File: config.mk
export PLATFORM = sky130hd
export DESIGN_NAME = debounce_sync
export DESIGN_NICKNAME = d
export VERILOG_FILES = /design/src/rtl/debounce_pkg.sv /design/src/rtl/debounce_sync_chain.sv /design/src/rtl/debounce_sync.sv
export SDC_FILE = /design/constraint.sdc
export NUM_CORES = 1
export LEC_CHECK = 0
export ABC_CLOCK_PERIOD_IN_PS = 2050
export CAP_MARGIN = 20
export CORE_MARGIN = 8
export CORE_UTILIZATION = 48
export CTS_BUF_LIST = sky130_fd_sc_hd__clkbuf_16
export CTS_CLUSTER_DIAMETER = 80
export CTS_CLUSTER_SIZE = 24
export DETAILED_ROUTE_END_ITERATION = 10
export MAX_ROUTING_LAYER = met4
export PLACE_DENSITY = 0.77
export SYNTH_ARGS = -nofsm -noshare
export SYNTH_HDL_FRONTEND = slang
export SYNTH_SLANG_ARGS = --single-unit
export TNS_END_PERCENT = 10
File: constraint.sdc
create_clock -name clk -period 2.05 [get_ports clk]
set_input_delay 0.615 -clock clk [delete_from_list [all_inputs] [get_ports clk]]
set_output_delay 0.615 -clock clk [all_outputs]
set_load 0.03 [all_outputs]
File: src/rtl/debounce_pkg.sv
// rtl/debounce_pkg.sv - shared state encoding and counter sizing for the debouncer
package debounce_pkg;

  typedef enum logic [1:0] {
    STABLE_LO = 2'd0,
    WAIT_HI   = 2'd1,
    STABLE_HI = 2'd2,
    WAIT_LO   = 2'd3
  } state_t;

  function automatic int cnt_width(input int cycles);
    return (cycles > 2) ? $clog2(cycles) : 1;
  endfunction

endpackage

File: src/rtl/debounce_sync_chain.sv
// rtl/debounce_sync_chain.sv - N-flop synchroniser with synchronous clear
module sync_chain #(
  parameter int N = 2
) (
  input  logic clk,
  input  logic reset,
  input  logic d,
  output logic q
);

  logic [N-1:0] ff;

  always_ff @(posedge clk) begin
    if (reset) begin
      ff <= '0;
    end else begin
      ff <= {ff[N-2:0], d};
    end
  end

  assign q = ff[N-1];

endmodule

File: src/rtl/debounce_sync.sv
// rtl/debounce_sync.sv - synchronise a bouncing raw input and emit a clean level plus edge pulses
module debounce_sync
  import debounce_pkg::*;
#(
  parameter int SYNC_STAGES     = 2,
  parameter int DEBOUNCE_CYCLES = 50000
) (
  input  logic clk,
  input  logic reset,
  input  logic din_raw,
  output logic dout,
  output logic rise_pulse,
  output logic fall_pulse,
  output logic busy
);

  localparam int            CW      = cnt_width(DEBOUNCE_CYCLES);
  localparam logic [CW-1:0] CNT_MAX = CW'(DEBOUNCE_CYCLES - 1);

  logic          sync_out;
  state_t        state, state_nx;
  logic [CW-1:0] cnt, cnt_nx;
  logic          dout_nx, rise_nx, fall_nx, busy_nx;

  sync_chain #(.N(SYNC_STAGES)) u_sync (
    .clk   (clk),
    .reset (reset),
    .d     (din_raw),
    .q     (sync_out)
  );

  always_ff @(posedge clk) begin
    if (reset) begin
      state      <= STABLE_LO;
      cnt        <= '0;
      dout       <= 1'b0;
      rise_pulse <= 1'b0;
      fall_pulse <= 1'b0;
      busy       <= 1'b0;
    end else begin
      state      <= state_nx;
      cnt        <= cnt_nx;
      dout       <= dout_nx;
      rise_pulse <= rise_nx;
      fall_pulse <= fall_nx;
      busy       <= busy_nx;
    end
  end

  // Any reversal during a WAIT state drops back to the stable state with the count cleared.
  always_comb begin
    state_nx = state;
    cnt_nx   = cnt;
    dout_nx  = dout;
    rise_nx  = 1'b0;
    fall_nx  = 1'b0;
    case (state)
      STABLE_LO: begin
        if (sync_out) begin
          state_nx = WAIT_HI;
          cnt_nx   = '0;
        end
      end
      WAIT_HI: begin
        if (!sync_out) begin
          state_nx = STABLE_LO;
          cnt_nx   = '0;
        end else if (cnt == CNT_MAX) begin
          state_nx = STABLE_HI;
          cnt_nx   = '0;
          dout_nx  = 1'b1;
          rise_nx  = 1'b1;
        end else begin
          cnt_nx = cnt + CW'(1);
        end
      end
      STABLE_HI: begin
        if (!sync_out) begin
          state_nx = WAIT_LO;
          cnt_nx   = '0;
        end
      end
      WAIT_LO: begin
        if (sync_out) begin
          state_nx = STABLE_HI;
          cnt_nx   = '0;
        end else if (cnt == CNT_MAX) begin
          state_nx = STABLE_LO;
          cnt_nx   = '0;
          dout_nx  = 1'b0;
          fall_nx  = 1'b1;
        end else begin
          cnt_nx = cnt + CW'(1);
        end
      end
    endcase
    busy_nx = (state_nx == WAIT_HI) || (state_nx == WAIT_LO);
  end

endmodule
Yosys cells after proc, flatten, opt, wreduce, memory -nomap -nowiden:

Index checks and enable logic that the tools add are counted.

* add/sub/neg operators: 1
* equal/unequal tests: 12
* muxes and demuxes: 19
* bitwise logic cells: 3
* reductions and logical operators: 7

Operators by type and width (count)
* 2-to-1 mux 16 bit: 5
* one-hot mux 16 bit (4 select lines): 1
* adder 16 x 1 -> 16 bit, second input constant: 1
* equality test 16 bit, second input constant: 1
* 2-to-1 mux 2 bit: 6
* inequality test 2 bit, second input constant: 4
* one-hot mux 2 bit (4 select lines): 1
* equality test 2 bit, second input constant: 3
* OR reduction 3 bit: 2
* 2-to-1 mux 1 bit: 5
* AND reduction 5 bit: 1
* equality test 2 x 1 -> 1 bit, second input constant: 2
* inequality test 2 x 1 -> 1 bit, second input constant: 2
* inverter 1 bit: 3
* logical NOT 2 bit: 1
* one-hot mux 1 bit (2 select lines): 1
* AND reduction 2 bit: 1
* nonzero test 2 bit: 1
* logical OR 1 bit: 1

* bits in registers: 24
* bits of input ports: 3
* output and inout port bits: 4
* word-level logic and storage cells: 49

Depth between registers and ports, before layout:

Gate-level depths: netlist of run 1.

* depth after elaboration: 6
* gate-level depth with buffers: 7
* depth with buffers taken out: 6

By module:

A second synthesis of run 1 with hierarchy kept.

* cells, all modules: 128
* area total of the unflattened synthesis: 1104.8 um^2

By module, submodules not included
* debounce_sync: instances 1, cells each 124, area an instance 1052.3 um^2
* sync_chain: instances 1, cells each 4, area an instance 52.6 um^2

Worst setup path after synthesis of run 1:

No wires, ideal clock.

* kind: register to register
* start: reg cnt[0]
* end: reg cnt[12]
* data arrival time: 1.462 ns
* data required time: 1.926 ns
* slack: 0.464 ns
* cell stages (with the launch flop): 7
* cell sequence: dfxtp_1 -> ha_1 -> nand3_1 -> or3b_4 -> nor3_4 -> xnor2_1 -> nor2_2

* word-level cells in the longest chain between the ends: 4
* elaborated cells on any way between the ends: 6
* classes of those cells: add/sub: 1; eq/ne: 1; mux: 4

Ends and longest elaborated chain
* start, declared: line debounce_sync.sv:22 `logic [CW-1:0] cnt, cnt_nx;`
* start signal, assigned: line debounce_sync.sv:42 `cnt <= cnt_nx;`
* adder 16 x 1 -> 16 bit / equality test 16 bit (equally long branches)
* 2-to-1 mux 16 bit (*): line debounce_sync.sv:68, debounce_sync.sv:87
* 2-to-1 mux 16 bit (on tied branches): line debounce_sync.sv:84, debounce_sync.sv:65
* one-hot mux 16 bit (4 select lines) (*): line debounce_sync.sv:57 `case (state)`

Every way passes the cells marked *; elsewhere a longest branch is shown, timed or not.
A chain may end at the register's enable or synchronous reset.

Worst setup path after layout of run 1:

* start: reg dout
* end: out dout

RTL lines
* start, declared: line debounce_sync.sv:11 `output logic dout,`
* start signal, assigned: line debounce_sync.sv:43 `dout <= dout_nx;`

No word-level cell between the ends.

==> results of run 1 <==
[power breakdown]
part	internal, mW	total [mW]	leakage (nW)	switching [mW]
clock	0.260	0.404	0.0423	0.144
combinational	0.0156	0.0371	0.245	0.0214
sequential	0.452	0.455	0.186	0.00377
[layout make-up]
cell class | count | area [µm²] | area share, %
Sequential cell | 23 | 460 | 36.3
Inverter | 3 | 11.3 | 0.888
Tap cell | 28 | 35.0 | 2.76
Multi-Input combinational cell | 91 | 604 | 47.7
Timing Repair Buffer | 8 | 77.6 | 6.12
Clock inverter | 1 | 3.75 | 0.296
Clock buffer | 3 | 75.1 | 5.92
[routing by layer]
metal  vias to the layer above  part of all wire, %  track usage [%]
met5                         -                    0                -
met4                         0                  2.3             7.52
met3                         5                  2.9             2.44
met2                         8                   49             17.9
met1                       407                   46             11.7
li1                        445                    -                -
[sequential cells by signal, summed over array words and instances (netlist names)]
signal      count
cnt            16
u_sync.ff       2
busy            1
dout            1
fall_pulse      1
rise_pulse      1
state           1
[metrics by stage]
stage | area, µm² | instances | util [%] | setup WS (ns)
floorplan | 1090 | 119 | - | 0.464
global placement | 1190 | 153 | 54.1 | 0.283
detailed placement | 1190 | 153 | 54.1 | 0.268
CTS | 1260 | 157 | 57.7 | 0.0248
global route | 1270 | 157 | 57.9 | 0.109
finish | 1270 | 157 | 57.9 | 0.156
[how the worst max path moves through the flow]
stage / startpoint / endpoint / depth (start not counted)
global placement: reset / cnt[10] / 3
finish: dout / dout / 1
global route: dout / dout / 1
floorplan: cnt[0] / cnt[12] / 6
detailed placement: reset / cnt[10] / 5
CTS: busy / busy / 1
[worst register-to-register path: stages, from the launching register on]
cell and delay (ns):
dfxtp_1 0.39, ha_1 0.25, nand3_1 0.15, or3b_4 0.45, nor3_4 0.19, xnor2_1 0.15
nor2_2 0.04
[cell usage in the layout, fill, tap and decap left out, drive strengths merged, types with 3 or more instances in the layout]
cell type and instances:
nor2b 3, a21oi 6, dfxtp 23, and4 3, nand3 6, xnor2 9
clkdlybuf4s50 5, nand2 7, nand4 3, nor3 8, and3 4, nor2 17
a31oi 5, inv 4, clkbuf 3
[cell families after synthesis]
kind of cell | synth area share (%)
flip-flops | 42.1
adder cells (fa/ha/maj) | 1.14
AO/OA/AOI/OAI | 10.2
AND/OR/NAND/NOR | 33.4
XOR/XNOR | 8.69
buffers and inverters | 2.74
multiplexers | 1.83
==> impl_metrics.yaml, run 1 <==
place:
  globalplace.congestion: 0.847
  port_buffers: 6
  dp_hpwl_um: 1550
clocking:
  postCtsSetupRepairBufs: 0
  cts_buffers: 3
  clkLatencyLatePin_ns: 0.25
  cts.clk_slew.worst_paths_ns: 0.05
  htreeDepth: 1
  clock_path_buffers: 2
  hold_buffers: 0
  root_buffer: "clkbuf_16"
  cts.sinks: 23
  cts_resized: 0
  cts_tree: "yes"
drt:
  drt_iter0_markers: 34
  via_count: 865
  drt_pass1_iterations: 4
  post-route-drc-count: 0
  via_per_inst: 5.51
  ant_nets: 0
  avgRoutedWirePerCell_um: 12.7
  drt_wl_total_um: 1990
pwr:
  totalPowerFinal_mw: 0.897
  static-leakage-power_nw: 0.473
  powerDensity_nw_per_um2: 707
  vdd_drop_max_uv: 647
global_route:
  antenna_found_initial: 0
  track_usage_pct: 11.0
  grt_pass1_wl_um: 3550
  grt_start_max_net_pins: 13
  gr-total-overflow: 0
  grt_pass1_vias: 857
timing:
  hold_viol_final: 0
  finClkSkew_ns: 0.00149
  rsz0062_at_grt: "false"
  setup_tns_ns: 0
  hold_slack_ns: 0.448
  tightest_slew_ns: 0.386
  fin_crit_ns: 1.89
  drv_slew: 0
  setup_viol: 0
  finalCritPeriodShare_pct: 92.4
  slew_headroom_pct: 74.2
  timing.fmax_mhz: 528
logic_synthesis:
  yosys_warnings: 0
  synth_most_common_cell: "dfxtp_1"
  yosys-top-cells-count: "dfxtp_1, nor2_1, xnor2_1, nand2_1"
  synthArstFlopShare_pct: 0
  synth_edf_count: 0
  ys.flop_type: "dfxtp_1"
  synth_area_leader_cell: "dfxtp_1"
  synth.area.top_cells: "dfxtp_1, xnor2_1, nor2_1"
  syn_area_per_cell_um2: 9.20
  synth_cells: 119
  synth_top_area_share_pct: 42.1
  synth_cell_types: 38
  synth-seq-cells: 23
  syn-num-nets: 123
  netlist_area_um2: 1090
  ys_seq_area_share_pct: 42.1
min_path:
  min_path_type: "reg -> reg"
  holdCritStartpoint: "u_sync.ff[0]"
  min_to: "u_sync.ff[1]"
  min_path_cells: 1
final_layout:
  area_growth_pct: 15.8
  antennaDiodeCount: 0
  drive_above_1_share_pct: 12.4
  nets: 134
  fill_cells: 208
worst_setup_path:
  start_kind: "register"
  slowest_delay_ns: 0.68
  r2r-end: "cnt[12]"
  cp_slowest_cell: "clkdlybuf4s50_1"
  reg2reg_slack_ns: 0.30
  cp_max_fo: 3
  crit_buf_inv: 1
  r2r-start: "cnt[0]"
  crit_chain: "clkdlybuf4s50_1"
  critPathArrivalTime_ns: 1.28
  crit_required_ns: 1.43
  critPathKind: "reg -> out"
  path_delay_family: "buffers and inverters"
  r2r_cells: 6
  crit_path_end_kind: "output port"
die:
  start_util_pct: 50.0
  die_x_um: 63.8
  ios: 7
  die_y_um: 63.8
  die_area_um2: 4070
  core_area_um2: 2190
  row_count: 17
outcome:
  outcome: "completed"
run:
  cap_violations: 0
Note: power is estimated with default switching activity, not from simulation.
==> run 2, diff against run 1 <==
--- a/config.mk
+++ b/config.mk
@@ -6,8 +6,7 @@
 export NUM_CORES = 1
 export LEC_CHECK = 0
-export ABC_CLOCK_PERIOD_IN_PS = 2050
 export CAP_MARGIN = 20
 export CORE_MARGIN = 8
-export CORE_UTILIZATION = 48
+export CORE_UTILIZATION = 56
 export CTS_BUF_LIST = sky130_fd_sc_hd__clkbuf_16
 export CTS_CLUSTER_DIAMETER = 80
@@ -15,5 +14,5 @@
 export DETAILED_ROUTE_END_ITERATION = 10
 export MAX_ROUTING_LAYER = met4
-export PLACE_DENSITY = 0.77
+export PLACE_DENSITY = 0.86
 export SYNTH_ARGS = -nofsm -noshare
 export SYNTH_HDL_FRONTEND = slang
==> constraint.sdc (replaced) <==
create_clock -name clk -period 2.05 [get_ports clk]
set_input_delay 0.3075 -clock clk [delete_from_list [all_inputs] [get_ports clk]]
set_output_delay 0.3075 -clock clk [all_outputs]
set_load 0.03 [all_outputs]
==> impl_metrics.yaml, run 2 (synthesized netlist as in run 1, its figures left out) <==
outcome:
  outcome: "completed"
drt:
  wl_met2_um: 1130
  post-route-drc-count: 0
  drt_wl_total_um: 2220
  ant_nets: 0
  topRoutingLayerUsed: "met4"
  via_per_inst: 5.69
  dr_wl_met3_um: 80
  drt_pass1_iterations: 4
  drt-met1-wl_um: 980
  via_count: 887
  drt_iter0_markers: 25
  avgRoutedWirePerCell_um: 14.3
clocking:
  hold_buffers: 0
  htreeDepth: 1
  postCtsSetupRepairBufs: 0
  clock_path_buffers: 2
  cts.sinks: 23
  cts_buffers: 3
  cts_resized: 0
  cts_tree: "yes"
  cts.clk_slew.worst_paths_ns: 0.06
  root_buffer: "clkbuf_16"
  clkLatencyLatePin_ns: 0.25
global_route:
  antenna_found_initial: 0
  track_usage_pct: 14.1
  gr-total-overflow: 0
  grt_pass1_vias: 888
  grt_pass1_wl_um: 3800
  grt_start_max_net_pins: 13
die:
  start_util_pct: 57.6
  die_x_um: 60.2
  core_area_um2: 1900
  die_area_um2: 3630
  row_count: 16
  die_y_um: 60.2
  ios: 7
final_layout:
  area_growth_pct: 15.4
  antennaDiodeCount: 0
  final_cells: 156
  largest_register_ffs: 16
  drive_above_1_share_pct: 12.4
  utilization_pct: 66.4
  fill_cells: 147
  largestRegisters: "cnt: 16 flops, u_sync.ff: 2 flops"
  final_area_um2: 1260
  layout_commonest_cell: "dfxtp_1"
  regMostFlops: "cnt"
  nets: 134
  final_cell_mix: "dfxtp_1, nor2_1, xnor2_1"
run:
  cap_violations: 0
timing:
  drv_slew: 0
  finalCritPeriodShare_pct: 91.1
  finClkSkew_ns: 0.00216
  rsz0062_at_grt: "false"
  fin_crit_ns: 1.87
  tightest_slew_ns: 0.497
  timing.fmax_mhz: 535
  setup_tns_ns: 0
  setup_viol: 0
  slew_headroom_pct: 66.7
  hold_viol_final: 0
  setup_ws_ns: 0.182
min_path:
  min_path_type: "reg -> reg"
  holdCritStartpoint: "u_sync.ff[0]"
  min_path_cells: 1
  min_to: "u_sync.ff[1]"
worst_setup_path:
  r2r-end: "cnt[3]"
  startpoint: "cnt[6]"
  critPathArrivalTime_ns: 2.00
  critPathKind: "reg -> reg"
  crit_chain: "nor4bb_1, and4_4, nor2_1, o21bai_2, nor2_1"
  slowest_delay_ns: 0.44
  crit_path_end_kind: "register"
  r2r-start: "cnt[6]"
  r2r_cells: 5
  start_kind: "register"
  reg2reg_slack_ns: 0.18
  cp_slowest_cell: "dfxtp_1"
  crit_required_ns: 2.18
  cp_max_fo: 8
  path_common_cell: "nor2_1"
pwr:
  powerDensity_nw_per_um2: 714
  static-leakage-power_nw: 0.456
  vdd_drop_max_uv: 686
place:
  port_buffers: 6
  preCtsSetupSlack_ns: 0.307
  dp_hpwl_um: 1630
  dp_cells: 152
  place_area_um2: 1180
  globalplace.congestion: 0.890
[run 2: cell types whose count changed in the layout (fill, tap and decap cells not counted)]
cell             previous run  this run
clkdlybuf4s50_1             5         6
dlymetal6s2s_1              1         0
[run 2: layout make-up]
| type | count | area (µm²) | share of cell area [%] |
|---|---|---|---|
| clock inverters | 1 | 3.75 | 0.297 |
| clock buffers | 3 | 75.1 | 5.94 |
| well taps | 27 | 33.8 | 2.67 |
| flip-flops and latches | 23 | 460 | 36.4 |
| inverters | 3 | 11.3 | 0.891 |
| repair buffers | 8 | 75.1 | 5.94 |
| multi-input cells | 91 | 604 | 47.8 |
[run 2: report_power, final]
group	switching (mW)	internal, mW	total [mW]	leakage (nW)
combinational	0.0239	0.0158	0.0396	0.227
sequential	0.00396	0.451	0.455	0.186
clock	0.148	0.260	0.408	0.0423
[run 2: metal layers]
metal / vias up / GRT usage (%)
li1: 446 / -
met1: 418 / 15.5
met2: 19 / 24.1
met3: 4 / 3.23
met4: 0 / 5.10
met5: - / -
[run 2: worst max-delay path: cells and delay by family, from the launching register on]
family,cells,cell delay (ns)
flip-flops,1,0.44
AND/OR/NAND/NOR,4,0.94
AO/OA/AOI/OAI,1,0.36
[run 2: how the worst max path moves through the flow]
stage          cells past startpoint  slack, ns      end
2_1_floorplan                      6       0.46  cnt[12]
3_3_place_gp                       6       0.36  cnt[12]
3_5_place_dp                       6       0.31   cnt[5]
4_1_cts                            5       0.19   cnt[5]
5_1_grt                            5      0.007   cnt[9]
6_report                           5       0.18   cnt[3]
[run 2: metrics by stage]
step | hold WS [ns] | power [mW]
floorplan | 0.414 | 0.489
global placement | 0.420 | 0.502
detailed placement | 0.457 | 0.504
CTS | 0.464 | 0.907
global route | 0.468 | 0.931
finish | 0.461 | 0.903
==> run 3, diff against run 2 <==
- GPL_TIMING_DRIVEN: default -> 0
==> impl_metrics.yaml, run 3 (synthesized netlist as in run 1, its figures left out) <==
outcome:
  outcome: "completed"
place:
  place_area_um2: 1190
  globalplace.congestion: 0.885
  port_buffers: 6
  dp_hpwl_um: 1580
  preCtsSetupSlack_ns: 0.271
  dp_cells: 152
worst_setup_path:
  reg2reg_slack_ns: 0.25
  critPathKind: "reg -> reg"
  crit_chain: "nor4bb_1, and4_4, nor2_1, o21bai_2, nor2_1"
  critPathArrivalTime_ns: 1.93
  cp_max_fo: 8
  cp_slowest_cell: "dfxtp_1"
  start_kind: "register"
  r2r_cells: 5
  r2r-end: "cnt[5]"
  slowest_delay_ns: 0.43
  r2r-start: "cnt[6]"
  crit_path_end_kind: "register"
  path_common_cell: "nor2_1"
  crit_required_ns: 2.19
pwr:
  static-leakage-power_nw: 0.455
  powerDensity_nw_per_um2: 718
  vdd_drop_max_uv: 533
  totalPowerFinal_mw: 0.911
global_route:
  antenna_found_initial: 0
  use_met2_pct: 22.9
  gr-max-usage-layer: "met2"
  grt_pass1_wl_um: 3750
  grt_start_max_net_pins: 14
  grt_use_met3_pct: 3.44
  track_usage_pct: 14.2
  met1_usage_pct: 15.0
  gr-total-overflow: 0
  grt_pass1_vias: 868
final_layout:
  area_growth_pct: 15.9
  antennaDiodeCount: 0
  final_cells: 156
  nets: 134
  largestRegisters: "cnt: 16 flops, u_sync.ff: 2 flops"
  drive_above_1_share_pct: 13.2
  final_cell_mix: "dfxtp_1, nor2_1, xnor2_1"
  regMostFlops: "cnt"
  final_area_um2: 1270
  utilization_pct: 66.7
  largest_register_ffs: 16
  layout_commonest_cell: "dfxtp_1"
  fill_cells: 146
timing:
  setup_tns_ns: 0
  setup_viol: 0
  slew_headroom_pct: 72.3
  setup_ws_ns: 0.251
  rsz0062_at_grt: "false"
  hold_viol_final: 0
  timing.fmax_mhz: 556
  drv_slew: 0
  hold_slack_ns: 0.448
  finClkSkew_ns: 0.00517
  fin_crit_ns: 1.80
  tightest_slew_ns: 0.409
  finalCritPeriodShare_pct: 87.8
clocking:
  htreeDepth: 1
  cts_resized: 0
  hold_buffers: 0
  cts_buffers: 3
  cts.sinks: 23
  clock_path_buffers: 2
  clkLatencyLatePin_ns: 0.26
  cts.clk_slew.worst_paths_ns: 0.06
  cts_tree: "yes"
  postCtsSetupRepairBufs: 0
  root_buffer: "clkbuf_16"
drt:
  avgRoutedWirePerCell_um: 14.1
  drt_pass1_iterations: 4
  drt_iter0_markers: 36
  drt_wl_total_um: 2200
  post-route-drc-count: 0
  via_count: 937
  ant_nets: 0
  via_per_inst: 6.01
die:
  die_x_um: 60.2
  core_area_um2: 1900
  row_count: 16
  die_area_um2: 3630
  ios: 7
  die_y_um: 60.2
  start_util_pct: 57.6
run:
  cap_violations: 0
min_path:
  min_path_type: "reg -> reg"
  min_to: "u_sync.ff[1]"
  min_path_cells: 1
  holdCritStartpoint: "u_sync.ff[0]"
## run 3: cell count changes in the layout (fill, tap and decap cells not counted), sizes merged
| cell | before | now |
|---|---|---|
| clkinv | 0 | 1 |
| inv | 4 | 3 |
## run 3: per-layer routing
metal	vias up	wire length (µm)
li1	445	-
met4	0	83
met3	12	124
met5	-	0
met2	45	1020
met1	435	975
## run 3: how the worst max path moves through the flow
stage | cells past startpoint | endpoint | from | slack (ns)
3_5_place_dp | 6 | cnt[5] | cnt[0] | 0.27
2_1_floorplan | 6 | cnt[12] | cnt[0] | 0.46
6_report | 5 | cnt[5] | cnt[6] | 0.25
5_1_grt | 5 | cnt[15] | cnt[6] | 0.12
3_3_place_gp | 6 | cnt[5] | cnt[0] | 0.34
4_1_cts | 5 | cnt[5] | cnt[6] | 0.25
## run 3: critical path, delay by kind of cell, from the launching register on
kind | cells | cell delay (ns)
DFF | 1 | 0.43
AOI/OAI and AO/OA | 1 | 0.36
and+or+nand+nor | 4 | 0.88
## run 3: layout make-up
cell class	count	area, µm²	share of cell area (%)
Tap cell	27	33.8	2.66
Inverter	3	11.3	0.888
Sequential cell	23	460	36.3
Clock inverter	1	5.00	0.394
Multi-Input combinational cell	91	604	47.6
Buffer	2	18.8	1.48
Clock buffer	3	75.1	5.92
Timing Repair Buffer	6	60.1	4.73
## run 3: where the power goes
part | switching, mW | internal, mW | leakage (nW)
sequential | 0.00436 | 0.451 | 0.186
clock | 0.153 | 0.262 | 0.0409
combinational | 0.0238 | 0.0163 | 0.229
